[src/rtl/negedge_detector_pkg.sv]
// Shared constants for the falling-edge detector: state width and the
// one-hot state encodings used by the FSM.
package negedge_detector_pkg;

  localparam int STATE_W = 4;

  // One-hot state codes. Any other value is illegal and recovers to IDLE.
  localparam logic [STATE_W-1:0] IDLE = 4'b0001;  // just out of reset, no prior sample
  localparam logic [STATE_W-1:0] HIGH = 4'b0010;  // last sample was 1
  localparam logic [STATE_W-1:0] FALL = 4'b0100;  // 1 -> 0 just seen, Y asserted
  localparam logic [STATE_W-1:0] LOW  = 4'b1000;  // last sample was 0, no pulse

endpackage

[src/rtl/negedge_detector.sv]
// Moore falling-edge detector. Converts a level input into a single-cycle
// pulse on Y one clock after a sampled 1 -> 0 transition on I. The state
// register is named present_state so it can be probed hierarchically.
//
// Handshake note: there is no valid/ready interface; I is a plain level
// sampled on every rising clk edge, and Y is a registered-state decode that
// is valid for the whole cycle following the edge that detected the fall.
module negedge_detector
  import negedge_detector_pkg::*;
(
  input  logic clk,
  input  logic reset,
  input  logic I,
  output logic Y
);

  logic [STATE_W-1:0] present_state;
  logic [STATE_W-1:0] w_next_state;

  // Next-state logic: full decode of all 16 codes, illegal codes go to IDLE.
  always_comb begin
    w_next_state = IDLE;
    case (present_state)
      IDLE:    w_next_state = I ? HIGH : LOW;
      HIGH:    w_next_state = I ? HIGH : FALL;
      FALL:    w_next_state = I ? HIGH : LOW;
      LOW:     w_next_state = I ? HIGH : LOW;
      default: w_next_state = IDLE;
    endcase
  end

  // State register with synchronous active-high reset taking priority.
  always_ff @(posedge clk) begin
    if (reset) begin
      present_state <= IDLE;
    end else begin
      present_state <= w_next_state;
    end
  end

  // Moore output: pulse only while in FALL, no path from I to Y.
  always_comb begin
    Y = (present_state == FALL);
  end

endmodule

[config.mk]
export PLATFORM = sky130hd
export DESIGN_NAME = negedge_detector
export DESIGN_NICKNAME = d
export VERILOG_FILES = /design/src/rtl/negedge_detector_pkg.sv /design/src/rtl/negedge_detector.sv
export SDC_FILE = /design/constraint.sdc
export NUM_CORES = 1
export LEC_CHECK = 0
export CAP_MARGIN = 20
export CORE_AREA = 4 4 41 43
export DETAILED_ROUTE_END_ITERATION = 7
export DIE_AREA = 0 0 45 47
export DONT_BUFFER_PORTS = 1
export PLACE_DENSITY = 0.3
export SLEW_MARGIN = 20
export SYNTH_ARGS = -nofsm -noshare
export SYNTH_HDL_FRONTEND = slang
export SYNTH_SLANG_ARGS = --single-unit
export TNS_END_PERCENT = 100
[constraint.sdc]
create_clock -name clk -period 1.2 [get_ports clk]
set_input_delay 0.12 -clock clk [delete_from_list [all_inputs] [get_ports clk]]
set_output_delay 0.12 -clock clk [all_outputs]
set_load 0.005 [all_outputs]
==> flow_summary.ini <==
[setup_path]
critPathMaxStageDelay_ns = 0.55
crit_path_start_kind = flop
critPathTopFamily = simple AND/OR/NAND/NOR gates
reg2reg_depth = 3
critPathKind = flop to output pin
cp-end-kind = output pin
worst-path-buf-inv = 1
cp_data_required_time_ns = 1.08
crit_slowest_cell = or4b_4
critPathMaxFanout = 5
cp_num_cells = 2
path_cells = or4b_4 -> inv_2
cp.arrival_ns = 1.19

[grt]
track_usage_pct = 6.635
grt_max_degree = 7
grt_pass1_vias = 205
grt_pass1_wl_um = 903
overflow = 0
antenna_found_initial = 0

[finish]
layout_commonest_cell = dfxtp_2
largest_registers = present_state x4
layoutNonFillerInstCount = 40
largest_reg_flops = 4
antennaDiodeCount = 0
drive_gt1_share_pct = 52.00
fin_util_pct = 21.15
fillers = 158
register_area_um2 = 85.08
nets = 30
multiInputGateArea_um2 = 102.6
area.growth.synth_to_final_pct = 47.65
mostFrequentLayoutCells = 4 x dfxtp_2, 3 x clkbuf_4, 2 x o21ai_0, 2 x dlygate4sd3_1
regMostFlops = present_state

[power]
leakage_uw = 0.0001101
pwr-share-seq_pct = 42.7
p_int_uw = 296.6
pwr-share-clk_pct = 43.1
power.density_mw_per_mm2 = 1426
combPwrFrac_pct = 14.2
p_sw_uw = 95.89
ir_drop_mv = 0.5097
sw_frac_of_total_pct = 24.43

[floorplanning]
placementRows = 13
core-area_mm2 = 0.001301
io_pins = 4
start_util_pct = 14.33
die_h_um = 47
die_x_um = 45
fp.dieArea_mm2 = 0.002115

[clocking]
clockBufferDepth = 2
cts_tree = built
cts_num_sinks = 4
clk-insertion-delay-late_ns = 0.24
clk_pin_slew_ns = 0.04
cts-htree-levels = 1
cts_buffers = 3
clockRootBuffer = clkbuf_4

[yosys]
synthesis.instances = 18
yosysTopAreaCell = dfxtp_1
yosys_register_bits = 4
syn_nets = 21
avgSynthCellArea_um2 = 10.36
netlist_area_um2 = 186.4
ys_seq_area_share_pct = 42.95
netlist.area_leader.share_pct = 42.95
yosys-top-cells-area = dfxtp_1 43%, or4b_1 11%, a311oi_2 8.1%
synth_cell_types = 12
yosysWarningCount = 0

[drt]
vias = 172
antenna_left = 0
drt_pass1_iterations = 2
drc = 0
drt-total-wl_um = 472
wl_per_cell_um = 11.80
drt_iter0_markers = 1
vias_per_cell = 4.300

[timing]
fin_tns_setup_ns = -0.2909
setup_viol = 3
final.setup_skew_ns = 0.002059
fmax_mhz = 765.8
hold_viol = 0
worst_slack_ns = -0.1058
drv_slew = 0
grt_setup_unrepaired = true
final.period_utilization_pct = 108.8
fin_crit_ns = 1.306
max-slew-margin-rel_pct = 87.08
tightest_slew_ns = 0.1920

[hold_path]
hold_path.class = input pin to flop
whs_path_depth = 2

[placement]
place_congestion = 0.7088
placed_cells = 33
io_buffers = 0

[job]
cap_violations = 0

[status]
status = finished, violations left
violations = negative setup slack
synthesized netlist by cell type:
master / count
a311oi_2: 1
a31o_1: 1
dfxtp_1: 4
inv_1: 2
nor3_1: 1
nor4_1: 1
o21ai_0: 2
or3_1: 1
or4b_1: 2
or4b_2: 1
xnor2_1: 1
xor2_1: 1
stage by stage:
stage,hold slack [ns],worst slack (ns),total power [µW],cell area (µm²)
2_1_floorplan,0.1948,0.001029,197.1,190.2
3_3_place_gp,0.1975,-0.04401,205.6,209.0
4_1_cts,0.03740,-0.1159,406.6,275.3
3_5_place_dp,0.1976,-0.06205,207.1,209.0
6_report,0.04736,-0.1058,392.5,275.3
5_1_grt,0.04149,-0.1414,425.3,275.3
final cells by class:
type | instances | share of cell area (%)
tap | 15 | 6.818
clock buffer | 3 | 8.182
timing repair buffer | 4 | 14.09
sequential | 4 | 30.91
inverter | 2 | 2.727
multi-input combinational | 12 | 37.27
cell families (layout without fill, tap and decap cells):
logic type | after synthesis | count (layout) | share of synthesized area, %
AND/OR/NAND/NOR | 6 | 6 | 25.51
buffers and inverters | 2 | 9 | 4.028
AO/OA/AOI/OAI | 4 | 4 | 18.12
XOR/XNOR | 2 | 2 | 9.398
flip-flops | 4 | 4 | 42.95
power by group through the flow:
stage	logic, µW	registers (µW)	clock network (µW)
floorplan	35.6	162	0
global placement	39.0	167	0
detailed placement	40.3	167	0
CTS	57.3	167	183
global route	65.5	170	190
finish	55.7	168	169
final timing paths:
check        slack [ns]        startpoint                to
max               -0.11  present_state[0]                 Y
min                0.05             reset  present_state[2]
max reg2reg       -0.10  present_state[0]  present_state[0]
min reg2reg        0.46  present_state[1]  present_state[3]
layer usage:
metal / vias to the layer above / global-route usage [%] / wire [µm]
met5: - / 0 / 0
met4: 0 / 5.263 / 19
met3: 2 / 4.598 / 31
met2: 5 / 8.757 / 201
met1: 77 / 7.273 / 221
li1: 88 / - / -
timing repair:
item                                   in CTS  in global routing
endpoints found under the hold margin       3                  0
pin swaps                                   1                  0
gates resized for setup                     6                  0
buffers inserted                            2                  0
setup endpoints to repair                   4                  4
hold buffers                                2                  0
worst reg2reg max path, cell delays in order (launching register included):
cell and delay (ns):
dfxtp_2 0.33, or4b_4 0.55, buf_6 0.14, a31o_1 0.16
(Power assumes the default switching activity.)
